==> src/rtl/img_pkg.sv <==
// Purpose : shared image-path constants and the receive-controller state type.
// Latency : n/a (declarations only).
// Backpressure : n/a.
// Contents: DATA_W/ADDR_W bus widths, populated SRAM geometry, rx_state_e.
package img_pkg;

  localparam int DATA_W       = 8;    // pixel / SRAM data width
  localparam int ADDR_W       = 8;    // row / column index width (up to 255x255)
  localparam int IMG_MAX_ROWS = 128;  // rows physically present in img_sram_4_64
  localparam int IMG_MAX_COLS = 128;  // columns physically present in img_sram_4_64

  typedef enum logic [1:0] {
    RX_IDLE = 2'd0,
    RX_RECV = 2'd1,
    RX_DONE = 2'd2
  } rx_state_e;

endpackage

==> src/rtl/img_addr_counter.sv <==
// Purpose : row-major row/col address generator with latched image dimensions.
// Latency : address registers update on the edge where i_clr or i_step is high.
// Backpressure : none; the owner simply withholds i_step to hold the address.
// Ports:
//   clk, rstn           clock and async active-low reset
//   i_clr               force row=col=0 (wins over i_step)
//   i_load              capture i_nrows/i_ncols as the image dimensions
//   i_nrows, i_ncols    dimensions presented at load time (must be non-zero)
//   i_step              advance one pixel: col first, wrap to 0 and bump row
//   o_row, o_col        current registered address
//   o_last              current address is the final pixel (nrows-1, ncols-1)
//   o_next_last         the next i_step lands on the final pixel
module img_addr_counter #(
  parameter int AW = 8
) (
  input  logic          clk,
  input  logic          rstn,
  input  logic          i_clr,
  input  logic          i_load,
  input  logic [AW-1:0] i_nrows,
  input  logic [AW-1:0] i_ncols,
  input  logic          i_step,
  output logic [AW-1:0] o_row,
  output logic [AW-1:0] o_col,
  output logic          o_last,
  output logic          o_next_last
);

  localparam logic [AW-1:0] ONE = AW'(1);

  logic [AW-1:0] r_nrows;
  logic [AW-1:0] r_ncols;
  logic [AW-1:0] r_row;
  logic [AW-1:0] r_col;

  logic          w_col_wrap;
  logic [AW-1:0] w_nxt_row;
  logic [AW-1:0] w_nxt_col;

  // Dimensions are non-zero whenever stepping, so the minus-one compares
  // never underflow and stay inside AW bits even for 255x255.
  assign w_col_wrap  = (r_col == r_ncols - ONE);
  assign w_nxt_col   = w_col_wrap ? '0 : r_col + ONE;
  assign w_nxt_row   = w_col_wrap ? r_row + ONE : r_row;

  assign o_last      = w_col_wrap && (r_row == r_nrows - ONE);
  assign o_next_last = (w_nxt_row == r_nrows - ONE) && (w_nxt_col == r_ncols - ONE);

  assign o_row       = r_row;
  assign o_col       = r_col;

  always_ff @(posedge clk or negedge rstn) begin
    if (!rstn) begin
      r_nrows <= '0;
      r_ncols <= '0;
      r_row   <= '0;
      r_col   <= '0;
    end else begin
      if (i_load) begin
        r_nrows <= i_nrows;
        r_ncols <= i_ncols;
      end
      if (i_clr) begin
        r_row <= '0;
        r_col <= '0;
      end else if (i_step) begin
        r_row <= w_nxt_row;
        r_col <= w_nxt_col;
      end
    end
  end

endmodule

==> src/rtl/io_rx_ctrl.sv <==
// Purpose : capture a row-major pixel stream after a start pulse and write it to the image SRAM.
// Latency : pixel sampled at edge k+p appears on the SRAM bus after that edge; busy spans N cycles.
// Backpressure : none; one pixel per clock is accepted unconditionally while busy.
// Ports:
//   clk, rstn                 clock and async active-low reset
//   en                        start pulse (ignored unless idle with non-zero dimensions)
//   nrows, ncols              image dimensions, latched at the start edge
//   din                       pixel stream, one pixel per clock
//   busy                      transfer in progress
//   sram_row/col/din          SRAM write address and data (registered)
//   sram_write_en             SRAM write strobe
//   sram_sense_en             SRAM read enable, always 0 here
//   sram_dout                 SRAM read data, not used by this block
module io_rx_ctrl #(
  parameter int DATA_W = img_pkg::DATA_W,
  parameter int ADDR_W = img_pkg::ADDR_W
) (
  input  logic              clk,
  input  logic              rstn,
  input  logic              en,
  input  logic [ADDR_W-1:0] nrows,
  input  logic [ADDR_W-1:0] ncols,
  input  logic [DATA_W-1:0] din,
  output logic              busy,
  output logic [ADDR_W-1:0] sram_row,
  output logic [ADDR_W-1:0] sram_col,
  output logic [DATA_W-1:0] sram_din,
  output logic              sram_write_en,
  output logic              sram_sense_en,
  input  logic [DATA_W-1:0] sram_dout
);

  import img_pkg::*;

  localparam logic [ADDR_W-1:0] ONE = ADDR_W'(1);

  rx_state_e         r_state;
  logic              r_busy;
  logic              r_we;
  logic [DATA_W-1:0] r_din;

  logic              w_start;
  logic              w_clr;
  logic              w_step;
  logic              w_last;
  logic              w_next_last;
  logic              w_unused;

  // Zero-sized images are rejected here so the counter never sees a zero dimension.
  assign w_start = (r_state == RX_IDLE) && en && (nrows != '0) && (ncols != '0);
  // Address returns to (0,0) both for a new image and when leaving DONE.
  assign w_clr   = w_start || (r_state == RX_DONE);
  assign w_step  = (r_state == RX_RECV);

  img_addr_counter #(
    .AW(ADDR_W)
  ) u_addr (
    .clk         (clk),
    .rstn        (rstn),
    .i_clr       (w_clr),
    .i_load      (w_start),
    .i_nrows     (nrows),
    .i_ncols     (ncols),
    .i_step      (w_step),
    .o_row       (sram_row),
    .o_col       (sram_col),
    .o_last      (w_last),
    .o_next_last (w_next_last)
  );

  always_ff @(posedge clk or negedge rstn) begin
    if (!rstn) begin
      r_state <= RX_IDLE;
      r_busy  <= 1'b0;
      r_we    <= 1'b0;
      r_din   <= '0;
    end else begin
      case (r_state)
        RX_IDLE: begin
          if (w_start) begin
            r_busy  <= 1'b1;
            r_we    <= 1'b1;
            r_din   <= din;
            // A 1x1 image is complete on the start edge itself.
            r_state <= ((nrows == ONE) && (ncols == ONE)) ? RX_DONE : RX_RECV;
          end
        end
        RX_RECV: begin
          r_din <= din;
          // The edge that moves the address onto the final pixel ends reception.
          if (w_next_last) begin
            r_state <= RX_DONE;
          end
        end
        RX_DONE: begin
          // Last write is committed by the SRAM on this edge.
          r_busy  <= 1'b0;
          r_we    <= 1'b0;
          r_din   <= '0;
          r_state <= RX_IDLE;
        end
        default: begin
          r_busy  <= 1'b0;
          r_we    <= 1'b0;
          r_din   <= '0;
          r_state <= RX_IDLE;
        end
      endcase
    end
  end

  assign busy          = r_busy;
  assign sram_write_en = r_we;
  assign sram_din      = r_din;
  assign sram_sense_en = 1'b0;

  // Read data and the current-last flag are not needed by the receive path.
  assign w_unused = ^{sram_dout, w_last};

endmodule

==> config.mk <==
export PLATFORM = sky130hd
export DESIGN_NAME = io_rx_ctrl
export DESIGN_NICKNAME = d
export VERILOG_FILES = /design/src/rtl/img_pkg.sv /design/src/rtl/img_addr_counter.sv /design/src/rtl/io_rx_ctrl.sv
export SDC_FILE = /design/constraint.sdc
export NUM_CORES = 1
export LEC_CHECK = 0
export ABC_AREA = 1
export CORE_ASPECT_RATIO = 0.9
export CORE_MARGIN = 4
export CORE_UTILIZATION = 58
export CTS_BUF_LIST = sky130_fd_sc_hd__clkbuf_16
export DETAILED_ROUTE_END_ITERATION = 10
export DONT_BUFFER_PORTS = 1
export PLACE_DENSITY = 0.76
export REMOVE_ABC_BUFFERS = 1
export SYNTH_ARGS = -nofsm -noshare
export SYNTH_HDL_FRONTEND = slang
export SYNTH_SLANG_ARGS = --single-unit
==> constraint.sdc <==
create_clock -name clk -period 2.2 [get_ports clk]
set_clock_uncertainty 0.05 [all_clocks]
set_input_delay 0.22 -clock clk [delete_from_list [all_inputs] [get_ports clk]]
set_output_delay 0.22 -clock clk [all_outputs]
set_load 0.03 [all_outputs]
* Word level (Yosys, flattened, before mapping)
Cells that the tools add are included.
Cells by class: $add $sub $neg 4, multipliers 0, divide/modulo/power cells 0, $lt $le $gt $ge 0, equality and inequality tests 9, shift-type cells 0, mux-type cells 14, bitwise gates (word level) 1, reductions and logical operators 12
Operators with widths (count):
- 8-bit two-way mux | 7
- 8-bit == test | 3
- 8-bit by 1-bit adder with 8-bit output, second input constant | 2
- 8-bit by 1-bit == test with 1-bit output, second input constant | 2
- 8-bit one-hot mux with 2 select lines | 1
- 8-bit nonzero test | 2
- 8-bit by 1-bit subtractor with 8-bit output, second input constant | 2
- 2-bit two-way mux | 3
- 1-bit logical AND | 5
- 2-bit != test, second input constant | 2
- 2-bit one-hot mux with 2 select lines | 1
- 2-bit AND reduction | 2
- 2-bit by 1-bit == test with 1-bit output, second input constant | 1
- 2-bit == test, second input constant | 1
- 2-bit zero test | 1
- 1-bit one-hot mux with 2 select lines | 1
- 2-bit nonzero test | 1
- 1-bit logical OR | 1
- 1-bit two-way mux | 1
- 1-bit inverter | 1
Storage, ports and cells: register bits after elaboration 43, latch bits 0, bits in writable memories 0, ROM bits 0, input bits 35, output and inout port bits 27, logic and storage cells 47, memories 0

* Longest topological paths before layout
Gate-level depths: netlist (run 1).
word-level depth 7, depth in mapped cells 21, gate-level depth less buffers 21

* Hierarchy
From an unflattened synthesis (run 1), not the netlist that was laid out.
Second synthesis, totals: cell total of the unflattened synthesis 470, area total of the unflattened synthesis 3183.1 µm²
By module, submodules not included:
- img_addr_counter | times used 1, cells each 361, area an instance 2479.9 µm², seq. area each 800.8 µm²
- io_rx_ctrl | times used 1, cells each 109, area an instance 703.2 µm², seq. area each 275.3 µm²

* Worst setup path before layout (run 1)
Ideal clock, no wire load.
path type flip-flop to flip-flop, from register u_addr.r_ncols[0], to register r_state[0], setup time 0.117 ns, data arrival time 2.136 ns, data required time 2.033 ns, path slack -0.103 ns, cell stages (with the launch flop) 17, buffers on the path 1, clock period less this slack 2.303 ns, cell sequence dfrtp_1 inv_2 ha_1 xor2_1 and3_1 inv_1 nor2_8 nand3_4 buf_6 nand3_1 nand2_1 nor2_1 nand2_1 nor2_2 nand3_2 nand2_1 nand2_1
On the way: longest elaborated chain between the ends 7, elaborated cells between the ends (all ways) 9, classes of those cells add/sub (1); eq/ne (4); mux (2); reduce/logical (2)
RTL lines:
- start: declaration | line img_addr_counter.sv:32 | logic [AW-1:0] r_ncols;
- start signal: assignment | line img_addr_counter.sv:61 | r_ncols <= i_ncols;
- 8-bit by 1-bit subtractor with 8-bit output * | line img_addr_counter.sv:42, img_addr_counter.sv:47
- 8-bit == test | line img_addr_counter.sv:42 | assign w_col_wrap = (r_col == r_ncols - ONE);
- 8-bit two-way mux, on equally long branches | line img_addr_counter.sv:44, img_addr_counter.sv:43
- 8-bit == test | line img_addr_counter.sv:47 | assign o_next_last = (w_nxt_row == r_nrows - ONE) && (w_nxt_col == r_ncols - ONE);
- 1-bit logical AND * | line img_addr_counter.sv:47
- 2-bit != test (no source line) *
- 2-bit AND reduction (no source line) *
- end signal: assignment | line io_rx_ctrl.sv:85 | r_state <= ((nrows == ONE) && (ncols == ONE)) ? RX_DONE : RX_RECV;
- end: declaration | line io_rx_ctrl.sv:37 | rx_state_e r_state;
Every way passes the cells marked *; elsewhere a longest branch is shown, timed or not. A chain may end at the register's enable or synchronous reset.

* Worst setup path after layout (run 1)
Same ends and word-level chain as after synthesis.

==> results.rst, run 1 <==
.. list-table::
   :header-rows: 1

   * - Metric
     - Value
   * - Htree depth
     - 2
   * - Family with the most delay on the worst path
     - simple AND/OR/NAND/NOR gates
   * - Most used flip-flop cell after synthesis
     - dfrtp_1
   * - Basic-gate share of the synthesized area counting and, or, nand and nor cells
     - 39.48%
   * - Final critical-path share of the clock period
     - 110.8%
   * - Inserted Diodes
     - 0
   * - Synthesized area per cell
     - 7.150 µm²
   * - Post-route worst hold slack
     - 3.339 ps
   * - IO Pins
     - 62
   * - Synth-to-Final Area Change
     - 27.28%
   * - Starting density of the core
     - 60.04%
   * - Worst setup path endpoint
     - r_state[0]
   * - Leakage power figure
     - 1.940 nW
   * - Final Util
     - 76.42%
   * - Adder-cell share of the synthesized area
     - 1.724%
   * - TritonCTS Buffers
     - 5
   * - MaxCap Viol Count
     - 0
   * - Placer's final routability congestion estimate
     - 0.8478
   * - Pwr dens
     - 464.3 nW/µm²
   * - Arrival time at the worst endpoint
     - 2570 ps
   * - Outcome
     - complete, but fails checks
   * - Post-placement cell count
     - 512
   * - CTS tree
     - yes
   * - Slew headroom
     - 62.63%
   * - Number of nets in the layout
     - 500
   * - Synthesized-area fraction occupied by ao, oa, aoi and oai cells
     - 7.069%
   * - Horizontal die dimension
     - 82.57 µm
   * - Critical-path cell list
     - inv_2 -> ha_4 -> xor2_1 -> and3_1 -> inv_2 -> nor2_8 -> nand3_4 -> buf_8 -> nand3_1 -> nand2_1 -> nor2_1 -> nand2_1 -> nor2_2 -> nand3_2 -> nand2_1 -> nand2_1
   * - WP depth
     - 16
   * - Post-synth EDFFs
     - 0
   * - Total gr overflow
     - 0
   * - Class of the most critical setup path
     - reg2reg
   * - Vias
     - 2889
   * - Actual transition at the worst max-transition pin
     - 560.5 ps
   * - Most common cell after layout, fill and taps aside
     - nand2_1
   * - CTS sink cnt
     - 43
   * - Failing checks
     - setup timing
   * - Final hold violation count
     - 0
   * - End of the worst register-to-register path
     - r_state[0]
   * - Syn Std Cell Area
     - 2903 µm²
   * - Share of async-settable or async-resettable flops after synthesis
     - 100.0%
   * - Die outline area
     - 6202 µm²
   * - Clock tree buffer depth
     - 2
   * - Total half-perimeter wirelength after legalization and detailed placement
     - 5155 µm
   * - Via density per instance
     - 5.482
   * - CP Max Fanout
     - 6
   * - Via count of the first global-routing pass
     - 2688
   * - Final non-filler cell area
     - 3695 µm²
   * - Slowest cell on crit path
     - dfrtp_1
   * - Combinational family with the most area after synthesis
     - simple AND/OR/NAND/NOR gates
   * - Port Buffer Count
     - 0
   * - DRT Wirelength
     - 7595 µm
   * - Filler-free cell count of the finished design
     - 527
   * - R2R setup slack
     - -240 ps
   * - Core region area
     - 4835 µm²
   * - Post-DRT Antenna Nets
     - 0
   * - Design Power
     - 1.716 mW
   * - Aggregate global-route resource usage
     - 26.00%
   * - Number of storage elements in the synthesis netlist
     - 43
   * - Setup repair after global routing missed its margin
     - true
   * - Worst setup path startpoint
     - u_addr.r_ncols[0]
   * - First-pass GRT wire length
     - 12370 µm
   * - Drt wl/cell
     - 14.41 µm
   * - Data required time at the worst endpoint
     - 2330 ps
   * - Num rows
     - 24
   * - Setup slack of the critical path after layout
     - -238.6 ps
   * - Total negative setup slack
     - -446.5 ps
   * - Post-Place Setup Slack
     - -201.6 ps
   * - Class of the most critical hold timing path
     - in2reg
   * - Most used cell, CP
     - nand2_1
   * - Clk Latency, worst-skew pair
     - 290 ps
   * - Yosys warns
     - 0
   * - Number of cells on the worst reg-to-reg path
     - 16
   * - Startpoint class of the critical path
     - flop
   * - XOR/XNOR share of the synthesized area
     - 4.828%
   * - Number of failing setup endpoints in the final timing report
     - 2
   * - Detailed Routing Iterations Pass 1
     - 5
   * - Die Ht
     - 75.12 µm
   * - Cell variety after synth
     - 31
   * - Antenna violations before repair
     - 0
   * - Count of routing violations after the opening detailed-route iteration
     - 141
   * - Post-Place Cell Area
     - 3316 µm²
   * - Buffers and inverters on the worst path
     - 3
   * - Root cell of the clock tree
     - clkbuf_16
   * - Clock transition at the registers of the reported paths
     - 70 ps
   * - Part of the Yosys area used for sequential elements
     - 37.07%
   * - Fmax
     - 410.1 MHz
   * - Kind of capture point of the worst setup path
     - flop
   * - Crit Reg-Reg Startpoint
     - u_addr.r_ncols[0]
   * - Layout cells sized above 1
     - 25.76%
   * - Min Tclk post-route
     - 2439 ps
   * - Pin count of the biggest net entering global routing
     - 44
   * - Most frequent cells in the layout
     - nand2_1, buf_4, inv_1, dfrtp_1, nand3_1
   * - Count of mapped cells out of synthesis
     - 406
   * - CP peak stage delay
     - 410 ps
   * - Share of cell area taken by muxes after synthesis
     - 0%
   * - DRC violations left
     - 0
   * - Worst supply voltage drop on vdd
     - 457.5 µV
   * - Final slew viol count
     - 0
metal layers:
layer,routed length (µm),GRT usage (%),vias to the layer above,share of wire [%]
met3,464,4.306,12,6.1
li1,-,-,1425,-
met2,3661,43.59,91,48
met4,122,7.441,0,1.6
met1,3346,34.90,1361,44
met5,0,0,-,0
cells in the mapped netlist, types with 2 or more instances:
cell type | instances | area share (%)
nor3_1 | 5 | 0.86
nor2_2 | 4 | 0.86
nand2_1 | 121 | 16
inv_2 | 4 | 0.52
o22ai_1 | 15 | 3.2
nand2_2 | 12 | 2.6
clkbuf_1 | 5 | 0.65
inv_1 | 52 | 6.7
xor2_1 | 15 | 4.5
nor2_8 | 3 | 2.1
nand3b_1 | 5 | 1.3
o21ai_0 | 17 | 2.9
nand3_1 | 44 | 7.6
nor4_1 | 3 | 0.65
ha_1 | 4 | 1.7
nand3_2 | 2 | 0.69
nand3_4 | 2 | 1.2
clkinv_1 | 4 | 0.52
nor2_1 | 20 | 2.6
nand4_1 | 14 | 3.0
buf_4 | 2 | 0.52
buf_6 | 2 | 0.78
dfrtp_1 | 43 | 37
power by group:
| group | leakage [nW] | switching [mW] | internal [mW] |
|---|---|---|---|
| clock | 0.0838 | 0.323 | 0.536 |
| combinational | 1.37 | 0.0271 | 0.0114 |
| sequential | 0.483 | 0.0208 | 0.798 |
| total | 1.94 | 0.371 | 1.34 |
what timing repair did:
item	4_1_cts	5_1_grt
setup buffers	4	0
hold buffers	2	0
resized for setup	27	12
pin swaps	26	9
cloned	1	0
hold endpoints to repair	43	0
setup endpoints to repair	2	8
worst min path at each step:
stage	startpoint	end	slack, ps	cells after the start
after CTS	nrows[2]	u_addr.r_nrows[2]	3	2
after detailed placement	rstn	u_addr.o_row[6]	-120	0
after global placement	rstn	u_addr.o_row[6]	-120	0
after floorplan	rstn	r_state[0]	-130	0
final	ncols[6]	u_addr.r_ncols[6]	3	2
after global routing	ncols[7]	u_addr.r_ncols[7]	10	2
sequential cells by signal, summed over array words and instances, names as in the netlist:
register,count
sram_din,8
u_addr.o_col,8
u_addr.o_row,8
u_addr.r_ncols,8
u_addr.r_nrows,8
r_state,2
sram_write_en,1
layout make-up:
class                      instances  area [µm²]
clock buffer                       5       125.1
tap                               65       81.33
timing repair buffer              57       490.5
fill                             350        1140
sequential                        43        1077
inverter                          60       225.2
clock inverter                     3       43.79
multi-input combinational        294        1652
logic make-up after synthesis:
logic type,count (synthesis)
DFF,43
buffers and inverters,69
xor gates and xnor gates,16
AOI/OAI and AO/OA,36
other,1
and+or+nand+nor,237
adders and majority gates,4
(Power assumes the default switching activity.)
==> run 2: changes to the inputs <==
Settings changed: SKIP_LAST_GASP set to 1.
==> results of run 2 <==
The final DEF is identical to that of run 1; final timing and power are the same.
==> run 3: changes to the inputs <==
Settings changed: CORE_MARGIN 4 to 2.
==> results.rst, run 3 (synthesis results as in run 1) <==
.. list-table::
   :header-rows: 1

   * - Metric
     - Value
   * - Final slew viol count
     - 0 (unchanged)
   * - Core region area
     - 4835 µm² (unchanged)
   * - Post-Place Cell Area
     - 3323 µm² (was 3316 µm²)
   * - Port Buffer Count
     - 0 (unchanged)
   * - Detailed Routing Iterations Pass 1
     - 4 (was 5)
   * - Post-DRT Antenna Nets
     - 0 (unchanged)
   * - Vias
     - 2825 (was 2889)
   * - Count of routing violations after the opening detailed-route iteration
     - 155 (was 141)
   * - Critical-path cell list
     - buf_4 -> nor2_4 -> nand2_2 -> nand2_2 -> nand2_1 -> nand2_2 -> nand3_4 -> nor2_8 -> nand3_4 -> clkbuf_16 -> nand3_1 -> nand2_1 -> nor2_1 -> nand2_1 -> nor2_2 -> nand3_2 -> nand2_1 -> nand2_1 (was inv_2 -> ha_4 -> xor2_1 -> and3_1 -> inv_2 -> nor2_8 -> nand3_4 -> buf_8 -> nand3_1 -> nand2_1 -> nor2_1 -> nand2_1 -> nor2_2 -> nand3_2 -> nand2_1 -> nand2_1)
   * - Actual transition at the worst max-transition pin
     - 570.4 ps (was 560.5 ps)
   * - Multi-input gate area
     - 1619 µm² (was 1652 µm²)
   * - Synth-to-Final Area Change
     - 24.66% (was 27.28%)
   * - Arrival time at the worst endpoint
     - 2490 ps (was 2570 ps)
   * - Setup slack of the critical path after layout
     - -158.3 ps (was -238.6 ps)
   * - Total gr overflow
     - 0 (unchanged)
   * - Failing checks
     - setup timing (unchanged)
   * - Outcome
     - complete, but fails checks (unchanged)
   * - Pwr dens
     - 443.4 nW/µm² (was 464.3 nW/µm²)
   * - Slowest cell on crit path
     - dfrtp_1 (unchanged)
   * - Fmax
     - 424.0 MHz (was 410.1 MHz)
   * - Placer's final routability congestion estimate
     - 0.8717 (was 0.8478)
   * - Family with the most delay on the worst path
     - simple AND/OR/NAND/NOR gates (unchanged)
   * - First-pass GRT wire length
     - 11670 µm (was 12370 µm)
   * - Post-CTS setup-driven buffer insertion count
     - 0 (was 4)
   * - Num rows
     - 24 (unchanged)
   * - Leakage power figure
     - 1.900 nW (was 1.940 nW)
   * - CTS tree
     - yes (unchanged)
   * - IO Pins
     - 62 (unchanged)
   * - DRC violations left
     - 0 (unchanged)
   * - Worst supply voltage drop on vdd
     - 533.9 µV (was 457.5 µV)
   * - Layout cells sized above 1
     - 24.18% (was 25.76%)
   * - Drt wl/cell
     - 13.50 µm (was 14.41 µm)
   * - Die Ht
     - 71.12 µm (was 75.12 µm)
   * - Kind of capture point of the worst setup path
     - flop (unchanged)
   * - Data required time at the worst endpoint
     - 2330 ps (about the same)
   * - Final non-filler cell area
     - 3618 µm² (was 3695 µm²)
   * - MaxCap Viol Count
     - 0 (unchanged)
   * - Antenna violations before repair
     - 0 (unchanged)
   * - Most common cell after layout, fill and taps aside
     - nand2_1 (unchanged)
   * - Post-route worst hold slack
     - 5.853 ps (was 3.339 ps)
   * - CP peak stage delay
     - 390 ps (was 410 ps)
   * - Filler-free cell count of the finished design
     - 524 (was 527)
   * - Aggregate global-route resource usage
     - 26.28% (was 26.00%)
   * - Startpoint class of the critical path
     - flop (unchanged)
   * - Horizontal die dimension
     - 78.57 µm (was 82.57 µm)
   * - Most used cell, CP
     - nand2_1 (unchanged)
   * - Fill count
     - 375 (was 350)
   * - CTS sink cnt
     - 43 (unchanged)
   * - Starting density of the core
     - 60.04% (unchanged)
   * - Setup repair after global routing missed its margin
     - true (unchanged)
   * - Root cell of the clock tree
     - clkbuf_16 (unchanged)
   * - Class of the most critical hold timing path
     - in2reg (unchanged)
   * - Slew headroom
     - 61.97% (was 62.63%)
   * - Register area
     - 1079 µm² (was 1077 µm²)
   * - Clock transition at the registers of the reported paths
     - 70 ps (about the same)
   * - Number of nets in the layout
     - 497 (was 500)
   * - DRT Wirelength
     - 7075 µm (was 7595 µm)
   * - Pin count of the biggest net entering global routing
     - 44 (unchanged)
   * - Htree depth
     - 2 (unchanged)
   * - Inserted Diodes
     - 0 (unchanged)
   * - TritonCTS Buffers
     - 5 (unchanged)
   * - Final critical-path share of the clock period
     - 107.2% (was 110.8%)
   * - Clk Latency, worst-skew pair
     - 290 ps (about the same)
   * - Die outline area
     - 5588 µm² (was 6202 µm²)
   * - Total half-perimeter wirelength after legalization and detailed placement
     - 5047 µm (was 5155 µm)
   * - Final hold violation count
     - 0 (unchanged)
   * - Min Tclk post-route
     - 2358 ps (was 2439 ps)
   * - Class of the most critical setup path
     - reg2reg (unchanged)
   * - Number of failing setup endpoints in the final timing report
     - 2 (unchanged)
   * - Via density per instance
     - 5.391 (was 5.482)
   * - Post-placement cell count
     - 513 (was 512)
   * - Clock tree buffer depth
     - 2 (unchanged)
   * - CP Max Fanout
     - 5 (was 6)
   * - Buffers and inverters on the worst path
     - 2 (was 3)
   * - Most frequent cells in the layout
     - nand2_1, inv_1, buf_4, nand3_1, dfrtp_1 (was nand2_1, buf_4, inv_1, dfrtp_1, nand3_1)
   * - Via count of the first global-routing pass
     - 2654 (was 2688)
## run 3: cell types whose count changed in the layout (fill, tap and decap cells not counted), moves of 2 or more
cell,delta
buf_4,-3
nand2_1,+3
nand2_2,-2
nor2_2,+2
nand3_2,-5
clkinvlp_4,+2
nor2_1,-2
nand3_1,+5
## run 3: path summary, 6_finish.rpt
check / cells past startpoint / slack [ps] / start / to
max: 18 / -160 / u_addr.r_ncols[1] / r_state[0]
min: 2 / 6 / nrows[2] / u_addr.r_nrows[2]
max reg2reg: 18 / -160 / u_addr.r_ncols[1] / r_state[0]
min reg2reg: 2 / 470 / u_addr.r_nrows[7] / u_addr.r_nrows[7]
max in group asynchronous: 2 / 1540 / rstn / u_addr.r_ncols[2]
min in group asynchronous: 2 / 350 / rstn / u_addr.o_col[5]
## run 3: per-stage QoR
stage	utilization (%)	setup TNS, ps	worst slack [ps]	total power [mW]
6_report	74.84	-283.4	-158.3	1.604
5_1_grt	74.84	-537.0	-281.0	1.665
4_1_cts	73.27	-201.4	-118.4	1.620
3_5_place_dp	68.74	-373.7	-206.3	0.8513
3_3_place_gp	68.74	-223.7	-125.9	0.8507
2_1_floorplan	-	-285.8	-161.8	0.8473
## run 3: report_power, final
| part | switching, mW | internal, mW |
|---|---|---|
| clock | 0.323 | 0.424 |
| sequential | 0.0209 | 0.798 |
| combinational | 0.0269 | 0.0114 |
| total | 0.371 | 1.23 |
## run 3: final cells by class
type	instances	share of cell area, %
clock buffers	5	3.458
clock inverters	3	0.6570
inverters	60	6.224
multi-input cells	294	44.74
flip-flops and latches	43	29.81
well taps	65	2.248
repair buffers	54	12.86
## run 3: what timing repair did
action | CTS | global route
pin swaps | 4 | 15
endpoints found under the hold margin | 43 | 0
setup endpoints to repair | 2 | 2
gates resized for setup | 13 | 19
hold buffers | 2 | 0
gates cloned | 0 | 1
## run 3: per-layer routing
metal / part of all wire, % / global-route usage (%) / vias to the layer above
li1: - / - / 1415
met1: 45 / 36.47 / 1311
met5: 0 / 0 / -
met2: 48 / 41.88 / 90
met3: 5.7 / 4.592 / 9
met4: 1.5 / 8.967 / 0
